==> config.mk <==
export PLATFORM = sky130hd
export DESIGN_NAME = pe_relaxa_paralelo
export DESIGN_NICKNAME = d
export VERILOG_FILES = /design/src/rtl/pe_pkg.sv /design/src/rtl/pe_relaxa_lane.sv /design/src/rtl/pe_relaxa_paralelo.sv
export SDC_FILE = /design/constraint.sdc
export NUM_CORES = 1
export LEC_CHECK = 0
export ABC_CLOCK_PERIOD_IN_PS = 5800
export BUFFER_PORTS_ARGS = -buffer_cell sky130_fd_sc_hd__buf_2
export CAP_MARGIN = 20
export CORE_MARGIN = 2
export CORE_UTILIZATION = 60
export CTS_CLUSTER_DIAMETER = 150
export CTS_CLUSTER_SIZE = 25
export DETAILED_ROUTE_END_ITERATION = 10
export GPL_TIMING_DRIVEN = 0
export PLACE_DENSITY_LB_ADDON = 0.05
export SETUP_SLACK_MARGIN = 0.05
export SLEW_MARGIN = 30
export SYNTH_ARGS = -nofsm -noshare
export SYNTH_HDL_FRONTEND = slang
export SYNTH_SLANG_ARGS = --single-unit
==> constraint.sdc <==
create_clock -name clk -period 5.8 [get_ports clk]
set_input_delay 0.58 -clock clk [delete_from_list [all_inputs] [get_ports clk]]
set_output_delay 0.58 -clock clk [all_outputs]
set_load 0.005 [all_outputs]
==> src/rtl/pe_pkg.sv <==
// Shared helpers for the edge-relaxation processing element: INF value,
// lane slice offsets and a popcount used by the update counter.
package pe_pkg;

  localparam int MAX_LANES = 32;

  function automatic logic [63:0] inf_value(input int width);
    return (width >= 64) ? '1 : ((64'd1 << width) - 64'd1);
  endfunction

  function automatic int lane_lo(input int lane, input int width);
    return lane * width;
  endfunction

  function automatic logic [7:0] popcount(input logic [MAX_LANES-1:0] bits);
    logic [7:0] n;
    n = '0;
    for (int i = 0; i < MAX_LANES; i++) begin
      n = n + {7'd0, bits[i]};
    end
    return n;
  endfunction

endpackage

==> src/rtl/pe_relaxa_lane.sv <==
// One relaxation lane: the saturating add feeds S1, the compare/select
// works on the candidate already latched in S1.
module pe_relaxa_lane
  import pe_pkg::*;
#(
  parameter int DIST_WIDTH  = 8,
  parameter int CUSTO_WIDTH = 8
) (
  input  logic [DIST_WIDTH-1:0]  dist_no,
  input  logic [CUSTO_WIDTH-1:0] custo,
  output logic [DIST_WIDTH-1:0]  candidato,
  input  logic [DIST_WIDTH-1:0]  candidato_reg,
  input  logic [DIST_WIDTH-1:0]  dist_vizinho,
  input  logic                   mascara,
  output logic                   update,
  output logic [DIST_WIDTH-1:0]  nova_dist
);

  localparam logic [DIST_WIDTH-1:0] INF = DIST_WIDTH'(inf_value(DIST_WIDTH));

  logic [DIST_WIDTH:0] soma;

  // An unreached source, or a sum reaching the all-ones code, stays INF.
  always_comb begin
    soma = {1'b0, dist_no} + (DIST_WIDTH+1)'(custo);
    if (dist_no == INF || soma >= {1'b0, INF}) begin
      candidato = INF;
    end else begin
      candidato = soma[DIST_WIDTH-1:0];
    end
  end

  assign update    = mascara && (candidato_reg < dist_vizinho);
  assign nova_dist = update ? candidato_reg : dist_vizinho;

endmodule

==> src/rtl/pe_relaxa_paralelo.sv <==
// Multi-lane pipelined edge relaxation: S1 holds inputs plus lane sums,
// S2 holds compare results and the per-node update count.
module pe_relaxa_paralelo
  import pe_pkg::*;
#(
  parameter int DIST_WIDTH   = 8,
  parameter int CUSTO_WIDTH  = 8,
  parameter int NUM_VIZINHOS = 4,
  parameter int CONT_WIDTH   = 8
) (
  input  logic                               clk,
  input  logic                               rst,
  input  logic                               entrada_valida_in,
  output logic                               entrada_pronta_out,
  input  logic [DIST_WIDTH-1:0]              dist_no_in,
  input  logic [NUM_VIZINHOS*CUSTO_WIDTH-1:0] custo_vizinho_in,
  input  logic [NUM_VIZINHOS*DIST_WIDTH-1:0] dist_vizinho_in,
  input  logic [NUM_VIZINHOS-1:0]            mascara_in,
  input  logic                               ultimo_in,
  output logic                               saida_valida_out,
  input  logic                               saida_pronta_in,
  output logic [NUM_VIZINHOS-1:0]            update_out,
  output logic [NUM_VIZINHOS*DIST_WIDTH-1:0] nova_dist_out,
  output logic                               ultimo_out,
  output logic [CONT_WIDTH-1:0]              num_updates_out
);

  localparam int CSW = CONT_WIDTH + 8;
  localparam logic [CONT_WIDTH-1:0] CONT_MAX = '1;

  logic                               v1, v2;
  logic                               carga_s2;
  logic [NUM_VIZINHOS*DIST_WIDTH-1:0] cand_comb, cand_s1, dist_viz_s1, nova_comb;
  logic [NUM_VIZINHOS-1:0]            mascara_s1, upd_comb;
  logic                               ultimo_s1;
  logic [CONT_WIDTH-1:0]              cont_base, cont_prox;
  logic [CSW-1:0]                     cont_soma;

  assign carga_s2           = !v2 || saida_pronta_in;
  assign entrada_pronta_out = !v1 || carga_s2;
  assign saida_valida_out   = v2;

  for (genvar g = 0; g < NUM_VIZINHOS; g++) begin : g_lane
    pe_relaxa_lane #(
      .DIST_WIDTH (DIST_WIDTH),
      .CUSTO_WIDTH(CUSTO_WIDTH)
    ) u_lane (
      .dist_no      (dist_no_in),
      .custo        (custo_vizinho_in[lane_lo(g, CUSTO_WIDTH) +: CUSTO_WIDTH]),
      .candidato    (cand_comb[lane_lo(g, DIST_WIDTH) +: DIST_WIDTH]),
      .candidato_reg(cand_s1[lane_lo(g, DIST_WIDTH) +: DIST_WIDTH]),
      .dist_vizinho (dist_viz_s1[lane_lo(g, DIST_WIDTH) +: DIST_WIDTH]),
      .mascara      (mascara_s1[g]),
      .update       (upd_comb[g]),
      .nova_dist    (nova_comb[lane_lo(g, DIST_WIDTH) +: DIST_WIDTH])
    );
  end

  // The beat currently in S2 tells whether the next one starts a new node.
  always_comb begin
    cont_base = ultimo_out ? '0 : num_updates_out;
    cont_soma = CSW'(cont_base) + CSW'(popcount(MAX_LANES'(upd_comb)));
    cont_prox = (cont_soma > CSW'(CONT_MAX)) ? CONT_MAX : cont_soma[CONT_WIDTH-1:0];
  end

  always_ff @(posedge clk) begin
    if (rst) begin
      v1          <= 1'b0;
      cand_s1     <= '0;
      dist_viz_s1 <= '0;
      mascara_s1  <= '0;
      ultimo_s1   <= 1'b0;
    end else if (entrada_pronta_out) begin
      v1 <= entrada_valida_in;
      if (entrada_valida_in) begin
        cand_s1     <= cand_comb;
        dist_viz_s1 <= dist_vizinho_in;
        mascara_s1  <= mascara_in;
        ultimo_s1   <= ultimo_in;
      end
    end
  end

  always_ff @(posedge clk) begin
    if (rst) begin
      v2              <= 1'b0;
      update_out      <= '0;
      nova_dist_out   <= '0;
      ultimo_out      <= 1'b0;
      num_updates_out <= '0;
    end else if (carga_s2) begin
      v2 <= v1;
      if (v1) begin
        update_out      <= upd_comb;
        nova_dist_out   <= nova_comb;
        ultimo_out      <= ultimo_s1;
        num_updates_out <= cont_prox;
      end
    end
  end

endmodule
* After elaboration in Yosys (flattened, before gate mapping)
Index checks and enable logic that the tools add are counted.
Storage, ports and cells: register bits after elaboration 116, bits of input ports 81, output and inout port bits 47
Operators by class: add/sub/neg operators 8, order comparisons 9, equal/unequal tests 1, mux-type cells 10, reduce and logical (&&, ||, !) cells 14
Operators with widths (number):
- 8-bit 2-to-1 mux | 10
- 8-bit by 8-bit adder with 9-bit output | 4
- 9-bit by 8-bit greater-or-equal comparator with 1-bit output (second input constant) | 4
- 8-bit less-than comparator | 4
- 8-bit by 4-bit adder with 9-bit output | 1
- 9-bit by 8-bit > comparator with 1-bit output (second input constant) | 1
- 8-bit == test (second input constant) | 1
- 1-bit logical OR | 6
- 3-bit by 1-bit adder with 4-bit output | 1
- 1-bit logical AND | 4
- 2-bit AND reduction | 2
- 2-bit by 1-bit adder with 3-bit output | 1
- 1-bit by 1-bit adder with 2-bit output | 1
- 1-bit logical NOT | 2

* Longest topological paths before layout
depth after elaboration 8, depth in mapped cells 18, mapped depth without buffers 17

* Modules after synthesis
From an unflattened synthesis, not the netlist that was laid out.
Second synthesis, totals: cells, all modules 837, area total of the unflattened synthesis 6799.0 um^2
By module, submodules not included:
- pe_relaxa_paralelo | times used 1, cells an instance 529, area each 4251.6 um^2
- pe_relaxa_lane | times used 4, cells an instance 77, area each 636.9 um^2

* Least setup slack after synthesis
No wires, ideal clock.
path type flip-flop to flip-flop, from register dist_viz_s1[18], to register num_updates_out[2], library setup time 128 ps, arrival 3681 ps, required time 5672 ps, path slack 1992 ps, stages on the path, launching flop included 19, buffers on the path 1, period minus slack after synthesis 3808 ps, path through dfxtp_1 inv_1 ha_1 a21oi_1 o21ai_1 a41o_1 a31oi_1 buf_6 inv_1 fa_1 fa_1 inv_1 fa_1 and3_1 and3_1 a41oi_2 o21ai_1 a22oi_1 nor2_1
On the way: cells in the longest elaborated chain, start to end 7
Ends and longest elaborated chain:
- start: declaration | line pe_relaxa_paralelo.sv:33 | logic [NUM_VIZINHOS*DIST_WIDTH-1:0] cand_comb, cand_s1, dist_viz_s1, nova_comb;
- start signal: assignment | line pe_relaxa_paralelo.sv:77 | dist_viz_s1 <= dist_vizinho_in;
- 8-bit less-than comparator * | line pe_relaxa_lane.sv:33 | assign update = mascara && (candidato_reg < dist_vizinho);
- 1-bit logical AND * | line pe_relaxa_lane.sv:33
- 2-bit by 1-bit adder with 3-bit output * | line pe_pkg.sv:19 | n = n + {7'd0, bits[i]};
- 3-bit by 1-bit adder with 4-bit output * | line pe_pkg.sv:19
- 8-bit by 4-bit adder with 9-bit output * | line pe_relaxa_paralelo.sv:62 | cont_soma = CSW'(cont_base) + CSW'(popcount(MAX_LANES'(upd_comb)));
- 9-bit by 8-bit > comparator with 1-bit output | line pe_relaxa_paralelo.sv:63 | cont_prox = (cont_soma > CSW'(CONT_MAX)) ? CONT_MAX : cont_soma[CONT_WIDTH-1:0];
- 8-bit 2-to-1 mux * | line pe_relaxa_paralelo.sv:63
- end signal: assignment | line pe_relaxa_paralelo.sv:97 | num_updates_out <= cont_prox;
- end: declaration | line pe_relaxa_paralelo.sv:25 | output logic [CONT_WIDTH-1:0] num_updates_out
Every way passes the cells marked *; elsewhere a longest branch is shown, timed or not. A chain may end at the register's enable or synchronous reset.

* Final worst setup path
from register dist_viz_s1[2], to register num_updates_out[2]
On the way: cells in the longest elaborated chain, start to end 8
Ends and longest elaborated chain (line):
- 8-bit less-than comparator * | pe_relaxa_lane.sv:33
- 1-bit logical AND * | pe_relaxa_lane.sv:33
- 1-bit by 1-bit adder with 2-bit output * | pe_pkg.sv:19
- 2-bit by 1-bit adder with 3-bit output * | pe_pkg.sv:19
- 3-bit by 1-bit adder with 4-bit output * | pe_pkg.sv:19
- 8-bit by 4-bit adder with 9-bit output * | pe_relaxa_paralelo.sv:62
- 9-bit by 8-bit > comparator with 1-bit output | pe_relaxa_paralelo.sv:63
- 8-bit 2-to-1 mux * | pe_relaxa_paralelo.sv:63
Marks and branches as above.

==> impl_metrics.env <==
export IMPL_start_util_pct=60.9
export IMPL_ioPinCount=128
export IMPL_max_freq_ghz=0.235
export IMPL_grt_use_total_pct=30.3
export IMPL_syn_num_nets=913
export IMPL_cts_resized=0
export IMPL_routed_wl_um=17200
export IMPL_hold_buffers=0
export IMPL_rsz0062_at_grt="false"
export IMPL_p_switching_mw=0.639
export IMPL_clock_sinks=116
export IMPL_final_nets=1058
export IMPL_power_leakage_nw=3.42
export IMPL_cts_tree="yes"
export IMPL_clk_pin_slew_worst_paths_ns=0.06
export IMPL_p_int_mw=1.65
export IMPL_timing_rr_start="dist_viz_s1[2]$_SDFFE_PP0P_"
export IMPL_maxCapViolations=0
export IMPL_synth_area_um2=6520
export IMPL_drt_pass1_iterations=5
export IMPL_totalPowerFinal_mw=2.29
export IMPL_seqPwrFrac_pct=39.5
export IMPL_drtIter0Drc=449
export IMPL_rows=38
export IMPL_endpoint="num_updates_out[2]$_SDFFE_PP0P_"
export IMPL_first_global_vias=5931
export IMPL_core_area_um2=10700
export IMPL_syn_inst=764
export IMPL_min_path_type="in -> reg"
export IMPL_met2_length_um=8070
export IMPL_ys_types=46
export IMPL_diodes=0
export IMPL_clock_path_buffers=2
export IMPL_yosys_warnings=0
export IMPL_reg2reg_depth=18
export IMPL_setup_worst_path_end_class="register"
export IMPL_p_clk_share_pct=41.4
export IMPL_fin_crit_sh_pct=73.4
export IMPL_dp_slack_ns=1.58
export IMPL_power_density_nw_per_um2=292
export IMPL_slowest_stage="fa_1"
export IMPL_utilization_pct=73.5
export IMPL_hold_violations=0
export IMPL_setup_ws_ns=1.54
export IMPL_grt_max_degree=17
export IMPL_worstSetupStartpoint="dist_viz_s1[2]$_SDFFE_PP0P_"
export IMPL_io_buffers=126
export IMPL_htree_num_levels=4
export IMPL_yosys_top_cells_area="dfxtp_1, ha_1, a211oi_1"
export IMPL_setup_viol=0
export IMPL_antenna_found_initial=0
export IMPL_period_minus_slack_ns=4.26
export IMPL_synth_main_ff_cell="dfxtp_1"
export IMPL_path_cells="inv_1, ha_1, a21oi_1, o21ai_1, a41o_1, a31oi_1, buf_6, inv_1, fa_1, fa_1, inv_1, fa_1, and3_1, and3_1, a41oi_2, o21ai_1, a22oi_1, nor2_1"
export IMPL_arrival_ns=4.65
export IMPL_fin_area_um2=7860
export IMPL_tightest_slew_ns=0.602
export IMPL_critPathMaxFanout=10
export IMPL_numCtsBuffers=17
export IMPL_final_max_slew_violation_count=0
export IMPL_comb_power_share_pct=19.1
export IMPL_die_w_um=108
export IMPL_wl_per_cell_um=16.2
export IMPL_top_layer="met4"
export IMPL_synth_edf_count=0
export IMPL_ir_drop_mv=0.185
export IMPL_syn_avg_cell_area_um2=8.53
export IMPL_post_route_drc_count=0
export IMPL_final_layout_size_suffix_gt1_share_pct=19.0
export IMPL_vias_per_cell=5.73
export IMPL_worstPathRequired_ns=6.19
export IMPL_multiInputGateArea_um2=3830
export IMPL_tns_ns=0
export IMPL_status="completed"
export IMPL_vias=6076
export IMPL_dr_wl_met3_um=954
export IMPL_rrSetupSlack_ns=1.54
export IMPL_ys_seq_area_share_pct=35.6
export IMPL_drtAntennaViolNets=0
export IMPL_die_h_um=108
export IMPL_post_cts_buffers=0
export IMPL_cpPeakStageDelay_ns=0.49
export IMPL_dpl_hpwl_um=13200
export IMPL_grt_pass1_wl_um=27600
export IMPL_register_area_um2=2320
export IMPL_gp_congestion=0.900
export IMPL_grt_overflow=0
export IMPL_switching_share_pct=27.9
export IMPL_cts_root_buf="clkbuf_8"
export IMPL_start_kind="register"
export IMPL_synth_ff_latch_count=116
export IMPL_die_area_um2=11700
export IMPL_clk_latency_ns=0.52
export IMPL_synth_top_cell_area_share_pct=35.6
export IMPL_relSlewSlack_pct=59.9
export IMPL_synthArstFlopShare_pct=0
export IMPL_critPathKind="reg -> reg"
export IMPL_timing_rr_end="num_updates_out[2]$_SDFFE_PP0P_"
export IMPL_fill_cells=824
export IMPL_synth_top_area_cell="dfxtp_1"
export IMPL_syn_to_final_growth_pct=20.6
export IMPL_finalClockSkew_ns=0.00677
export IMPL_wl_met1_um=7550
export IMPL_placed_area_um2=7320
==> cells in the mapped netlist (2+ instances only) <==
library cell and number:
buf_2 5, clkbuf_1 24, a31oi_1 7, buf_6 4, buf_1 3, nand2_1 105, nor3_1 4, ha_1 61
o21ai_1 7, nor4_1 4, o21ai_0 14, nand4_1 2, xor2_1 9, and3_1 2, nand2b_1 6, a21oi_2 4
a21o_1 10, xnor2_1 10, or4_1 3, a211oi_1 74, mux2i_1 33, nand3_1 5, inv_1 50, fa_1 7
dfxtp_1 116, nor2_1 84, o31ai_1 2, o21bai_1 6, a41o_1 4, a21oi_1 66, a311oi_1 2, a211oi_4 3
nor2b_1 8, nand3b_1 5, o21a_1 4
==> area by class of cell <==
cell class	instances	area share, %
Multi-Input combinational cell	561	48.7
Sequential cell	116	29.5
Timing Repair Buffer	126	8.02
Clock buffer	26	6.21
Inverter	50	2.39
Buffer	37	2.28
Tap cell	140	2.23
Clock inverter	4	0.605
==> critical path: cells and delay by family (launching register included) <==
kind,cells,cell delay (ns)
buffers and inverters,4,0.40
flip-flops,1,0.35
adder cells (fa/ha/maj),4,1.37
AO/OA/AOI/OAI,7,1.52
AND/OR/NAND/NOR,3,0.48
==> metrics by stage <==
| stage | hold slack [ns] | cells |
|---|---|---|
| after floorplan | 0.432 | 764 |
| after CTS | 0.280 | 1060 |
| after global routing | 0.286 | 1060 |
| after detailed placement | 0.449 | 1030 |
| after global placement | 0.446 | 1030 |
| final | 0.300 | 1060 |
==> power groups by stage <==
stage          registers, mW  clock network, mW  logic, mW
6_report               0.907              0.949      0.438
5_1_grt                0.912              0.992      0.491
4_1_cts                0.905              0.950      0.436
3_5_place_dp           0.921                  0      0.430
3_3_place_gp           0.917                  0      0.408
2_1_floorplan          0.905                  0      0.301
==> worst min-delay path by stage <==
stage                                  end  cells past startpoint                  startpoint  slack [ns]
3_5_place_dp    update_out[0]$_SDFFE_PP0P_                      2  update_out[0]$_SDFFE_PP0P_        0.45
2_1_floorplan      ultimo_out$_SDFFE_PP0P_                      2      ultimo_s1$_SDFFE_PP0P_        0.43
4_1_cts        dist_viz_s1[9]$_SDFFE_PP0P_                      3          dist_vizinho_in[9]        0.28
6_report       dist_viz_s1[9]$_SDFFE_PP0P_                      3          dist_vizinho_in[9]        0.30
5_1_grt        dist_viz_s1[5]$_SDFFE_PP0P_                      3          dist_vizinho_in[5]        0.29
3_3_place_gp    update_out[1]$_SDFFE_PP0P_                      2  update_out[1]$_SDFFE_PP0P_        0.45
==> placed cells by master, fill, tap and decap left out, types with 5 or more instances in the layout <==
cell,netlist,routed
o21ai_1,7,7
clkbuf_8,0,5
a21o_1,10,10
inv_1,50,50
fa_1,7,7
clkbuf_1,24,29
nand3_1,5,5
clkbuf_16,0,16
dfxtp_1,116,116
nand2b_1,6,6
xor2_1,9,9
a31oi_1,7,7
nor2b_1,8,8
nand3b_1,5,5
nor2_1,84,84
xnor2_1,10,10
nand2_1,105,105
ha_1,61,61
buf_2,5,131
o21ai_0,14,14
a211oi_1,74,74
a21oi_1,66,66
o21bai_1,6,6
mux2i_1,33,33
==> flip-flops by register name, summed over array words and instances, names as in the netlist <==
register,flops
dist_viz_s1,32
cand_s1,32
num_updates_out,8
ultimo_out,1
saida_valida_out,1
update_out,4
nova_dist_out,32
ultimo_s1,1
mascara_s1,4
v1,1
==> kinds of logic after synthesis <==
group	after synthesis	share of synthesized area, %
mux	33	5.07
simple gates	231	15.0
buf+inv	87	5.62
flops	116	35.6
fa+ha+maj	68	13.9
xor+xnor	19	2.55
compound gates	210	22.3
==> per-layer routing <==
layer / global-route usage (%) / vias up
li1: - / 2975
met1: 38.2 / 2826
met2: 50.0 / 227
met3: 6.51 / 48
met4: 13.4 / 0
met5: 0 / -
Note: power is estimated with default switching activity, not from simulation.
